--- config.mk ---
export PLATFORM = sky130hd
export DESIGN_NAME = drum_voice_scheduler
export DESIGN_NICKNAME = d
export VERILOG_FILES = /design/src/rtl/drum_voice_scheduler.sv
export SDC_FILE = /design/constraint.sdc
export NUM_CORES = 1
export LEC_CHECK = 0
export ABC_AREA = 1
export CELL_PAD_IN_SITES_DETAIL_PLACEMENT = 1
export CELL_PAD_IN_SITES_GLOBAL_PLACEMENT = 2
export CORE_MARGIN = 5
export CORE_UTILIZATION = 23
export DETAILED_ROUTE_END_ITERATION = 6
export PLACE_DENSITY_LB_ADDON = 0.1
export SLEW_MARGIN = 25
export SYNTH_ARGS = -nofsm -noshare
export SYNTH_HDL_FRONTEND = slang
export SYNTH_SLANG_ARGS = --single-unit
--- constraint.sdc ---
create_clock -name clock -period 3.1 [get_ports clock]
set_input_delay 0.31 -clock clock [delete_from_list [all_inputs] [get_ports clock]]
set_output_delay 0.31 -clock clock [all_outputs]
set_load 0.02 [all_outputs]
--- src/rtl/drum_voice_scheduler.sv ---
// drum_voice_scheduler
//   Time-multiplexes one single-port sample BRAM between NUM_VOICES drum
//   playback voices and a sample-loader write port. Each AC97 ready strobe
//   starts a frame: every voice slot gets a READ cycle (address out) and an
//   ACC cycle (registered BRAM data back). Active voices are summed, and each
//   one's address advances. The mixed word is scaled up to OUT_W and
//   published with a one-cycle mix_valid.
//
// Ports
//   clock, reset          system clock, asynchronous active-low reset
//   ready                 one-cycle strobe that starts a mix frame
//   trigger               per-voice start/restart pulse (accepted in any state)
//   voice_start/end       packed per-voice sample range, end inclusive
//   ld_req/addr/data      loader write request, held until ld_ack
//   ld_ack                loader write performed this cycle (IDLE only)
//   mem_addr/we/din       BRAM command port
//   mem_dout              BRAM read data, one cycle after the address
//   mix_out, mix_valid    signed mixed sample and its update pulse
//   active                per-voice playing flags
//   busy                  frame in progress
//   ready_missed          ready arrived while a frame was running
//
// state | meaning
// ------+------------------------------------------------------------
// IDLE  | waiting for ready; loader writes are served here
// READ  | present address of voice v (bus idle if voice v is inactive)
// ACC   | accumulate mem_dout for voice v, advance its address
// DONE  | mix_out/mix_valid visible; return to IDLE
module drum_voice_scheduler #(
  parameter int NUM_VOICES = 4,
  parameter int ADDR_W     = 16,
  parameter int DATA_W     = 8,
  parameter int OUT_W      = 12
) (
  input  logic                         clock,
  input  logic                         reset,
  input  logic                         ready,
  input  logic [NUM_VOICES-1:0]        trigger,
  input  logic [NUM_VOICES*ADDR_W-1:0] voice_start,
  input  logic [NUM_VOICES*ADDR_W-1:0] voice_end,
  input  logic                         ld_req,
  input  logic [ADDR_W-1:0]            ld_addr,
  input  logic [DATA_W-1:0]            ld_data,
  output logic                         ld_ack,
  output logic [ADDR_W-1:0]            mem_addr,
  output logic                         mem_we,
  output logic [DATA_W-1:0]            mem_din,
  input  logic [DATA_W-1:0]            mem_dout,
  output logic [OUT_W-1:0]             mix_out,
  output logic                         mix_valid,
  output logic [NUM_VOICES-1:0]        active,
  output logic                         busy,
  output logic                         ready_missed
);

  localparam int VW    = $clog2(NUM_VOICES);
  localparam int ACC_W = DATA_W + VW;
  localparam int SHIFT = OUT_W - ACC_W;
  localparam logic [VW-1:0] V_LAST = VW'(NUM_VOICES - 1);

  typedef enum logic [1:0] {IDLE, READ, ACC, DONE} state_t;

  state_t                    state;
  logic [VW-1:0]             v;
  logic signed [ACC_W-1:0]   acc;
  logic                      rd_active;
  logic                      rd_trig;
  logic [ADDR_W-1:0]         addr    [NUM_VOICES];
  logic [ADDR_W-1:0]         start_a [NUM_VOICES];
  logic [ADDR_W-1:0]         end_a   [NUM_VOICES];

  logic signed [ACC_W-1:0]   smp_ext;
  logic signed [ACC_W-1:0]   acc_sum;
  logic signed [OUT_W-1:0]   acc_wide;
  logic signed [OUT_W-1:0]   mix_next;
  logic                      ld_go;

  always_comb begin
    for (int i = 0; i < NUM_VOICES; i++) begin
      start_a[i] = voice_start[i*ADDR_W +: ADDR_W];
      end_a[i]   = voice_end[i*ADDR_W +: ADDR_W];
    end
  end

  // Contribution is gated by the activity captured at READ, so a voice that
  // was idle when its slot was read adds nothing even if triggered since.
  always_comb begin
    smp_ext  = rd_active ? {{VW{mem_dout[DATA_W-1]}}, mem_dout} : '0;
    acc_sum  = acc + smp_ext;
    acc_wide = OUT_W'(acc_sum);
    mix_next = acc_wide <<< SHIFT;
  end

  // Loader owns the bus only in IDLE with no competing ready strobe.
  always_comb begin
    ld_go        = reset && (state == IDLE) && !ready && ld_req;
    ld_ack       = ld_go;
    mem_we       = ld_go;
    mem_din      = ld_go ? ld_data : '0;
    mem_addr     = '0;
    if (ld_go)
      mem_addr = ld_addr;
    else if ((state == READ) && active[v])
      mem_addr = addr[v];
    ready_missed = ready && busy;
  end

  always_ff @(posedge clock or negedge reset) begin
    if (!reset) begin
      state     <= IDLE;
      v         <= '0;
      acc       <= '0;
      rd_active <= 1'b0;
      rd_trig   <= 1'b0;
      mix_out   <= '0;
      mix_valid <= 1'b0;
      busy      <= 1'b0;
      active    <= '0;
      for (int i = 0; i < NUM_VOICES; i++)
        addr[i] <= '0;
    end else begin
      mix_valid <= 1'b0;
      case (state)
        IDLE: begin
          if (ready) begin
            state <= READ;
            v     <= '0;
            acc   <= '0;
            busy  <= 1'b1;
          end
        end
        READ: begin
          rd_active <= active[v];
          // A trigger landing on this READ already reloads the start address;
          // skipping the advance in ACC keeps that start sample for next frame.
          rd_trig   <= trigger[v];
          state     <= ACC;
        end
        ACC: begin
          acc <= acc_sum;
          if (rd_active && !rd_trig) begin
            if (addr[v] >= end_a[v])
              active[v] <= 1'b0;
            else
              addr[v] <= addr[v] + 1'b1;
          end
          if (v == V_LAST) begin
            state     <= DONE;
            mix_out   <= mix_next;
            mix_valid <= 1'b1;
          end else begin
            v     <= v + 1'b1;
            state <= READ;
          end
        end
        DONE: begin
          state <= IDLE;
          busy  <= 1'b0;
        end
        default: state <= IDLE;
      endcase

      // Placed last so a trigger overrides an advance/clear in the same cycle.
      for (int i = 0; i < NUM_VOICES; i++) begin
        if (trigger[i]) begin
          addr[i]   <= start_a[i];
          active[i] <= 1'b1;
        end
      end
    end
  end

endmodule
Yosys cells after proc, flatten, opt, wreduce, memory -nomap -nowiden
Index checks and enable logic that the tools add are counted.
Cells by class
  $add $sub $neg: 3
  order comparisons: 5
  equal/unequal tests: 10
  multiplexer cells: 45
  bitwise operators: 3
  reduce and logical (&&, ||, !) cells: 37
Operators with widths (number)
  two-way mux 64 bit: 3
  two-way mux 16 bit: 11
  binary-select mux 16 bit (select 2 bit): 2
  bitwise mux 64 bit: 1
  demux 16 bit (select 2 bit): 1
  nonzero test 2 bit: 14
  AND reduction 3 bit: 9
  two-way mux 10 bit: 2
  case mux 10 bit (2 select lines): 1
  adder 16 x 1 -> 16 bit, second input constant: 1
  >= comparator 16 bit: 1
  two-way mux 4 bit: 3
  != test 2 bit, second input constant: 6
  adder 10 bit: 1
  two-way mux 1 bit: 10
  logical AND 1 bit: 8
  two-way mux 2 bit: 4
  two-way mux 8 bit: 1
  case mux 2 bit (4 select lines): 1
  == test 2 bit, second input constant: 3
  AND reduction 2 bit: 3
  AND 4 bit: 1
  binary-select mux 1 bit (select 2 bit): 2
  NOT 4 bit: 1
  12 further kinds: 13
Word-level totals
  flip-flop bits (word level): 96
  output and inout bits: 45
  logic and storage cells: 119

Longest topological paths before layout
  depth after elaboration: 10
  depth in mapped cells: 23
  mapped depth without buffers: 19

Worst setup path after synthesis
OpenSTA, ideal clock, no wires.
  path type: register -> register
  from: register v[0]
  to: register addr[43] (netlist name)
  setup time: 69 ps
  arrival: 2855 ps
  required time: 3031 ps
  slack: 176 ps
  stages on the path, launching flop included: 18
  clock period less this slack: 2924 ps
  cell sequence: dfrtp_1 > buf_6 > inv_8 > buf_8 > buf_6 > buf_2 > buf_2 > nand2_1 > a32o_1 > ha_1 > a21oi_1 > o21ai_0 > nor2_2 > nand3_1 > nor2_2 > buf_4 > nand3_1 > nand3_1
On the way
  longest elaborated chain between the ends: 10
  elaborated cells on any way between the ends: 21
Ends and longest elaborated chain
  from (decl): RTL line 64  | logic [VW-1:0] v;
  from (signal assigned): RTL line 152  | v <= v + 1'b1;
  NOT 2 -> 3 bit (implied by the code) *: RTL line 142, 145
  binary-select mux 16 bit (select 2 bit), or another cell as far along: RTL line 142, 145
  two-way mux 16 bit (implied by the code) or logical AND 1 bit (tied branches): RTL line 142, 145
  two-way mux 16 bit, on equally long branches: RTL line 142, 145
  adder 16 x 1 -> 16 bit or demux 16 bit (select 2 bit) (tied branches): RTL line 145  | addr[v] <= addr[v] + 1'b1;
  bitwise mux 64 bit: RTL line 145
  two-way mux 64 bit: RTL line 142  | if (addr[v] >= end_a[v])
  two-way mux 64 bit: RTL line 141  | if (rd_active && !rd_trig) begin
  two-way mux 64 bit: RTL line 123  | case (state)
  two-way mux 16 bit: RTL line 165  | if (trigger[i]) begin
  to (signal, indexed assignment): RTL line 145
  to (signal, indexed assignment): RTL line 166  | addr[i] <= start_a[i];
  to (decl): RTL line 68  | logic [ADDR_W-1:0] addr [NUM_VOICES];
Every way passes the cells marked *; elsewhere a longest branch is shown, timed or not. The select of a mux whose other input is x is not followed.
A chain may end at the register's enable or synchronous reset.

Final worst setup path
  from: register v[0]
  to: output mem_addr[1]
On the way
  longest elaborated chain between the ends: 6
  elaborated cells on any way between the ends: 9
Ends and longest elaborated chain
  NOT 2 -> 3 bit (implied by the code): RTL line 104  | mem_addr = addr[v];
  binary-select mux 16 bit (select 2 bit): RTL line 104
  two-way mux 16 bit (implied by the code) (2 in series): RTL line 104
  two-way mux 16 bit *: RTL line 103  | else if ((state == READ) && active[v])
  two-way mux 16 bit *: RTL line 101  | if (ld_go)
  to (decl): RTL line 45  | output logic [ADDR_W-1:0] mem_addr,
Marked as above.

==> reports/results.env <==
INITIAL_ANTENNA_VIOLATION_COUNT=0
POST_SYNTH_INSTANCE_AREA_UM2=7020
PIN_COUNT=213
PATH_CLK_SLEW_NS=0.08
CLOCK_INSERTION_DELAY_WORST_SKEW_NS=0.37
DIE_HEIGHT_UM=185
GRT_SETUP_UNREPAIRED='false'
MULTI_INPUT_AREA_UM2=3950
TIMING.FINAL.CRIT_SHARE=0.934
FMAX_MHz=345
POWER_REPORT.INTERNAL_TOTAL_mW=4.05
PLACEMENTROWS=64
DRC_ERRORS=0
GRT_FIRST_PASS_WIRELENGTH_UM=48700
IR_DROP_V=0.000305
FINISH.NET_COUNT=1454
CTS.HTREE.LEVELS=3
REGISTER_AREA_UM2=2400
NETLIST_INSTANCES=1035
CLKSINKCOUNT=96
YOSYSMOSTFREQUENTCELL='sky130_fd_sc_hd__nand2_1'
N_FILL_CELL=3785
STATUS='finished clean'
GLOBAL_ROUTE.USAGE.TOTAL=0.187
IO_BUFFERS=210
FIRST_ITER_VIOLATIONS=375
SYNTH-MAIN-FF-CELL='sky130_fd_sc_hd__dfrtp_1'
CTS_HOLD_BUF=0
STARTING_DENSITY_OF_THE_CORE=0.231
TRITONCTS_CLOCK_TREE='built'
SYNTH.YOSYS.SEQ_AREA_SHARE=0.342
SETUP_TNS_NS=0
SETUP.WORST_PATH.CLASS='reg2out'
FIN_WORST_SKEW_NS=0.0176
SYNTHTOPCELLSBYCOUNT='sky130_fd_sc_hd__nand2_1 (404), sky130_fd_sc_hd__nand3_1 (135), sky130_fd_sc_hd__dfrtp_1 (96)'
P_CLK_FRAC=0.156
FINAL_ANTENNA_NET_COUNT=0
TIMING_MAX_TRANSITION_VIOLATIONS_FINAL=0
YOSYS_WARNINGS=0
YOSYS-TOP-CELLS-AREA='sky130_fd_sc_hd__dfrtp_1 (34%), sky130_fd_sc_hd__nand2_1 (22%), sky130_fd_sc_hd__nand3_1 (9.6%)'
DIE_WIDTH_UM=185
NETSWITCHINGPOWER_mW=3.95
WL_PER_CELL_UM=19.3
CTS.REPAIR.RESIZED=0
PLACE_HPWL_UM=24700
MAX-CLOCK-PATH-BUFFERS=2
MAX_CAP_VIOL_COUNT=0
GP_ROUTABILITY_CONGESTION=0.789
YS_ASYNC_SR_FRACTION=1.00
MAXSLEWHEADROOM=0.532
MAXIMUM_NUMBER_OF_PINS_ON_ONE_NET_BEFORE_GLOBAL_ROUTE_REPAIR=51
POWER.LEAKAGE_nW=4.70
DRIVE_GT1_FRAC=0.0905
GLOBALROUTEOVERFLOWTOTAL=0
MOST_AREA_HUNGRY_CELL_TYPE_IN_THE_YOSYS_NETLIST='sky130_fd_sc_hd__dfrtp_1'
CRITPATHMAXFANOUT=38
WIRELENGTH_UM=32000
INSERTEDDIODECOUNT=0
DRT_PASS1_ITERATIONS=4
HOLD_PATH.CLASS='in2async'
NUM_VIAS=7626
CTS_MADE_BUFFERS=9
CORE_UM2=30300
CLOCK-ROOT-BUFFER='sky130_fd_sc_hd__clkbuf_16'
HOLD-WORST-SLACK_NS=0.169
HOLD_VIOL_FINAL=0
AREA_OF_THE_DIE_UM2=34100
SYNTH_ENABLE_FLOP_CELLS=0
LAYOUT.CELL_AREA.NON_FILLER_UM2=10100
YOSYS.AREA.TOP_TYPE_SHARE=0.342
SWITCHING_SHARE=0.494
WORSTMARGINPINSLEW_NS=0.702
RRSETUPSLACK_NS=0.31
FF_LATCH_COUNT_SYNTH=96
SYN_AVG_CELL_AREA_UM2=6.79
AREA.GROWTH.SYNTH_TO_FINAL_PCT=43.4
POWER_PER_CELL_AREA_nW_PER_UM2=794
END_KIND='primary output'
ROUTE.DETAILED.VIAS_PER_INST=4.61
SEQ_POWER_SHARE=0.211
FINAL_PERIOD_MINUS_WORST_SETUP_SLACK_NS=2.90
WORSTPATHREQUIRED_NS=2.79
COMBINATIONALPOWERSHARE=0.633
POST_CTS_SETUP_BUFFER_COUNT=0
CP-START-KIND='flip-flop'
FINALSETUPVIOLATIONS=0
FIRST_GLOBAL_VIAS=8180
YOSYSUNIQUECELLTYPES=45
CP_DATA_ARRIVAL_TIME_NS=2.59
DPL_CELL_AREA_UM2=9720
-- final cells by class --
cell class | instances | share of cell area
flip-flops and latches | 96 | 0.239
inverters | 98 | 0.0383
well taps | 396 | 0.0492
repair buffers | 255 | 0.250
multi-input cells | 795 | 0.392
clock buffers | 9 | 0.0224
clock inverters | 7 | 0.00994
-- final timing paths --
path	cells after the start	to	from
max	8	mem_addr[1]	v[0]
min	2	addr[52]	reset
max reg2reg	15	addr[43]	v[0]
min reg2reg	2	mix_out[11]	mix_out[11]
max in group asynchronous	3	v[0]	reset
min in group clock	2	mix_out[11]	mix_out[11]
-- state kept, by name, indices dropped and copies added (netlist names) --
name and cells:
acc 10, active 4, addr 64, busy 1, mix_out 10, mix_valid 1
rd_active 1, rd_trig 1, state 2, v 2
-- worst max-delay path, cell delays in order, from the launching register on --
cell and delay [ns]:
sky130_fd_sc_hd__dfrtp_2 0.46, sky130_fd_sc_hd__buf_12 0.26, sky130_fd_sc_hd__o21ai_0 0.13, sky130_fd_sc_hd__o22ai_1 0.16, sky130_fd_sc_hd__nand2_1 0.07, sky130_fd_sc_hd__buf_4 0.22
sky130_fd_sc_hd__o21ai_0 0.18, sky130_fd_sc_hd__buf_4 0.14, sky130_fd_sc_hd__clkdlybuf4s50_1 0.60
-- placed cells by master, fill, tap and decap left out, types with 30 or more instances in the layout --
| cell type | Yosys | routed |
|---|---|---|
| sky130_fd_sc_hd__nand3_1 | 135 | 135 |
| sky130_fd_sc_hd__buf_4 | 9 | 39 |
| sky130_fd_sc_hd__o21ai_0 | 49 | 49 |
| sky130_fd_sc_hd__clkdlybuf4s50_1 | 0 | 209 |
| sky130_fd_sc_hd__nand2_1 | 404 | 403 |
| sky130_fd_sc_hd__ha_1 | 30 | 30 |
| sky130_fd_sc_hd__nor2_1 | 43 | 43 |
| sky130_fd_sc_hd__dfrtp_1 | 96 | 95 |
| sky130_fd_sc_hd__a21oi_1 | 38 | 38 |
| sky130_fd_sc_hd__inv_1 | 88 | 88 |
-- per-layer routing --
metal,routed length (um),vias to the layer above,global-route usage
met3,1820,21,0.0268
met5,0,-,0
li1,-,3777,-
met2,14500,186,0.307
met1,15300,3642,0.264
met4,332,0,0.0355
-- cell families (layout without fill, tap and decap cells) --
family	count (synthesis)	after routing	share of synthesized area
AO/OA/AOI/OAI	122	122	0.106
XOR/XNOR	8	8	0.00998
adder cells (fa/ha/maj)	31	31	0.0563
buffers and inverters	145	369	0.0978
flip-flops	96	96	0.342
other	1	2	0.000534
AND/OR/NAND/NOR	632	632	0.387
-- power groups by stage --
stage,clock [mW],sequential (mW),combinational [mW]
final,1.25,1.68,5.06
after CTS,1.29,1.69,5.14
after global routing,1.33,1.72,5.67
after detailed placement,0,1.71,5.11
after floorplan,0,1.75,2.96
after global placement,0,1.71,5.07
-- stage by stage --
| stage | std cells | total power, mW | worst slack [ns] | util |
|---|---|---|---|---|
| finish | 1656 | 7.99 | 0.204 | 0.332 |
| CTS | 1656 | 8.13 | 0.0510 | 0.331 |
| floorplan | 1036 | 4.70 | 0.176 | - |
| global placement | 1640 | 6.78 | 0.192 | 0.320 |
| detailed placement | 1640 | 6.83 | 0.0657 | 0.320 |
| global route | 1656 | 8.73 | 0.0543 | 0.332 |
No activity file was read; power rests on OpenSTA's default activity.
==> variant 1, RTL diff (same flow settings) <==
Reset style: synchronous (`reset`), changed in one clocked block. Comments in the files are not updated.
--- a/src/rtl/drum_voice_scheduler.sv
+++ b/src/rtl/drum_voice_scheduler.sv
@@ -106,5 +106,5 @@
   end
 
-  always_ff @(posedge clock or negedge reset) begin
+  always_ff @(posedge clock) begin
     if (!reset) begin
       state     <= IDLE;
Behaviour: differs if reset is asserted again (counterexample within 4 cycles, from zero or initial values and one cycle with reset low); with reset held inactive, the same outputs for 4 cycles.
==> variant 1 against the unedited design <==
Sequential cell count increased by 2. Cell count increased by 0.79%. Die area grew 0.39%. Synthesized area rose by 0.41%. Fmax down 0.48%. Utilization increased by 0.60 points. Setup slack got worse by 14 ps. Non-clock buffer count grew 7. Sequential share of layout area is 1.4 points higher. Cell area grew 2.1%. Wire length shrank 4.2%. Clock skew increased by 3.3 ps.
Power is not compared: it rests on default switching activity, and its combinational part moved more than twofold at a synthesized area within 25%.
==> variant 1: results <==
[status]
outcome = complete, no violations

[critical_path]
r2r_setup_slack_ps = 240
critical-path-max-stage-delay_ps = 650
cpMaxStageDelayCell = clkdlybuf4s50_1
crit_fanout = 17
startpoint = v[0]
cp.arrival_ps = 2600

[worst_hold_path]
holdCritPathClass = flop to flop
hp-start = acc[4]

[placement]
gp_congestion = 0.788
dp_hpwl_mm = 23.6
place_ws_ps = 61.6
numPortBuffers = 210

[synth]
ys_warn_count = 0
synth-seq-area-share_pct = 36.9
synth.distinct_cells = 39
synth_ff_type = edfxtp_1
synthTopCellsByArea = nand2_1 (27%), edfxtp_1 (27%), dfxtp_1 (9.7%)
synth_edf_count = 64
synthArstFlopShare_pct = 0
ys_top_cells_by_count = nand2_1 (514), inv_1 (75), edfxtp_1 (64)

[route]
routed_via_density = 4.49
drc = 0
drt-pass1-iter-count = 5
drt-initial-drc-count = 429
wl_per_cell_um = 18.3

[global_routing]
grt_pass1_wl_mm = 45.7
grt_pass1_vias = 7757
antenna_found_initial = 1
grt_max_degree = 33
grt.total_usage_pct = 17.7

[final_layout]
top_regs = addr (64), acc (10), mix_out (10)
nNetsFinal = 1467
n_fill_cell = 3775
largest_register_ffs = 64
layout-drive-gt1-share_pct = 7.93
diodes = 0

[power]
p_leak_nw = 4.75
switching_share_pct = 34.9
vdd_drop_max_v = 0.000336

[clocking]
cts_buffer_depth = 2
clk_pin_slew_ps = 80
ctsResizeCount = 0
htree_num_levels = 3
numCtsBuffers = 9
cts_root_buffer = clkbuf_16
clock_latency_ps = 370

[sta]
final-setup-viol-count = 0
worstMarginPinSlew_ps = 776
setup_tns_ps = 0
period_share_pct = 93.9
finClkSkew_ps = 21.0
variant 1: worst max-delay path, delay by kind of cell, from the launching register on:
kind	cells	cell delay (ps)
AO/OA/AOI/OAI	3	570
buffers and inverters	3	1100
flip-flops	1	500
AND/OR/NAND/NOR	1	80
variant 1: area by class of cell:
type                            instances  area, um^2  share of cell area, %
Clock inverter                          7        71.3                  0.694
Inverter                               85         332                   3.23
Sequential cell                        98        2600                   25.3
Multi-Input combinational cell        812        3900                   37.9
Clock buffer                            9         225                   2.19
Timing Repair Buffer                  262        2660                   25.8
Tap cell                              396         495                   4.82
variant 1: layer usage:
layer / vias to the layer above / share of wire [%] / track usage [%]
met1: 3502 / 46 / 23.4
li1: 3790 / - / -
met3: 18 / 5.7 / 3.55
met4: 0 / 1.1 / 3.41
met2: 177 / 47 / 30.2
met5: - / 0 / 0
variant 1: repair_timing:
action,in CTS,in global routing
endpoints found under the hold margin,0,0
setup endpoints to repair,0,64
buffers inserted,0,9
variant 1: kinds of logic (layout without fill, tap and decap cells):
logic type,after synthesis,in the layout,share of synthesized area (%)
buffers and inverters,127,363,8.48
XOR/XNOR,11,11,1.69
other,1,2,0.0532
AND/OR/NAND/NOR,656,656,37.7
flip-flops,98,98,36.9
AO/OA/AOI/OAI,112,112,9.58
adder cells (fa/ha/maj),31,31,5.61
variant 1: final timing paths:
check                              endpoint  cells after the start
worst max-delay path            mem_addr[7]                      7
worst min-delay path                 acc[4]                      2
worst max register to register  addr[0][10]                     17
worst min register to register       acc[4]                      2
variant 1: power groups by stage:
stage          clock network, mW  logic (mW)  registers (mW)
2_1_floorplan                  0       0.657            1.53
3_3_place_gp                   0        1.29            1.54
3_5_place_dp                   0        1.30            1.54
4_1_cts                     1.22        1.31            1.51
5_1_grt                     1.26        1.42            1.52
6_report                    1.18        1.28            1.51
variant 1: metrics by stage:
step	std cells	hold WS [ps]	cell area, um^2
6_report	1669	477	10300
5_1_grt	1669	498	10300
4_1_cts	1660	479	10200
3_5_place_dp	1644	466	9880
3_3_place_gp	1644	461	9880
2_1_floorplan	1037	433	7110
==> variant 2, RTL diff (config.mk and constraints unchanged) <==
Without the edit above. `ADDR_W`: 16 -> 14.
--- a/src/rtl/drum_voice_scheduler.sv
+++ b/src/rtl/drum_voice_scheduler.sv
@@ -29,5 +29,5 @@
 module drum_voice_scheduler #(
   parameter int NUM_VOICES = 4,
-  parameter int ADDR_W     = 16,
+  parameter int ADDR_W     = 14,
   parameter int DATA_W     = 8,
   parameter int OUT_W      = 12
Interface: changed (resized ld_addr, mem_addr, voice_end and voice_start); port bits go from 213 to 193. The function was not compared with the original's and may differ.
==> variant 2 against the unedited design <==
Setup slack got worse by 96 ps. Wire length fell by 10%. Cell area fell by 6.3%. Sequential cell count fell by 8. Utilization rose by 0.86 points. Power fell by 3.9%. Synthesized area fell by 8.5%. Global-route usage fell by 0.45 points. Sequential power fell by 5%. Count of clock-buffer cells in the layout rose by 1. Critical endpoint is now mem_addr[8]. Largest cell class unchanged. Largest power group unchanged. Highest routed layer is now met5.
==> variant 2: results <==
[global_routing]
grt_max_degree = 50
antenna_found_initial = 1
use_met1_pct = 24.5
grt_util_met3_pct = 3.59
grt_pass1_wl_mm = 43.6
use_met2_pct = 30.8

[placement]
dp_hpwl_mm = 22.6
place_ws_ps = -25.3
placed_cells = 1517
place_area_um2 = 9080
numPortBuffers = 190

[worst_hold_path]
holdCritPathClass = primary input to async pin

[floorplan]
chipWidth_um = 177

[synth]
synth.distinct_cells = 43
synthTopCellsByArea = dfrtp_1 (34%), nand2_1 (21%), nand3_1 (8.6%)
ys_top_cells_by_count = nand2_1 (363), nand3_1 (111), dfrtp_1 (88)

[final_layout]
multiInputGateArea_um2 = 3650
n_all_inverters = 85
nNetsFinal = 1333
n_fill_cell = 3452
clk_share_pct = 3.12
layout-drive-gt1-share_pct = 11.5
multi_input_area_share_pct = 38.7
register_area_um2 = 2200
buffers_excl_clock = 250

[power]
p_leak_nw = 4.44
vdd_drop_max_v = 0.000290

[status]
outcome = complete, no violations

[sta]
setup_ws_ps = 109
finClkSkew_ps = 11.1
hold_slack_ps = 126

[critical_path]
crit_fanout = 18
r2r_setup_slack_ps = 220
cpMaxStageDelayCell = clkdlybuf4s50_1
timing.rr.end = addr[3]
critical-path-max-stage-delay_ps = 630
cp.arrival_ps = 2680
crit_end = mem_addr[8]

[route]
routed_via_density = 4.50
top_layer = met5
drt-initial-drc-count = 285
met3_wirelength_mm = 1.53
met2_length_mm = 13.4
routed_wl_mm = 28.6
wl_met1_mm = 13.4
variant 2: changes by cell type in the layout (fill, tap and decap cells not counted), sizes merged, moves of 10 or more:
cell,delta
nand2,-40
buf,+14
clkdlybuf4s50,-24
a21oi,-10
nand3,-18
inv,-16
variant 2: kinds of logic after synthesis:
kind of cell,after synthesis,share of synthesized area (%)
AND/OR/NAND/NOR,572,39.1
AO/OA/AOI/OAI,108,10.2
buffers and inverters,127,9.25
flip-flops,88,34.3
XOR/XNOR,9,1.34
other,1,0.0584
adder cells (fa/ha/maj),29,5.77
variant 2: critical path, delay by kind of cell (launching register included):
kind                   cells  cell delay, ps
AO/OA/AOI/OAI              3             560
buffers and inverters      4            1100
flip-flops                 1             480
AND/OR/NAND/NOR            1             170
variant 2: report_power, final:
part	internal, mW	switching, mW
clock network	0.644	0.523
registers	1.41	0.189
logic	1.93	2.98
variant 2: timing repair:
item	in CTS	in global routing
setup endpoints to repair	18	60
pin swaps	0	2
setup buffers	0	4
resized for setup	2	7
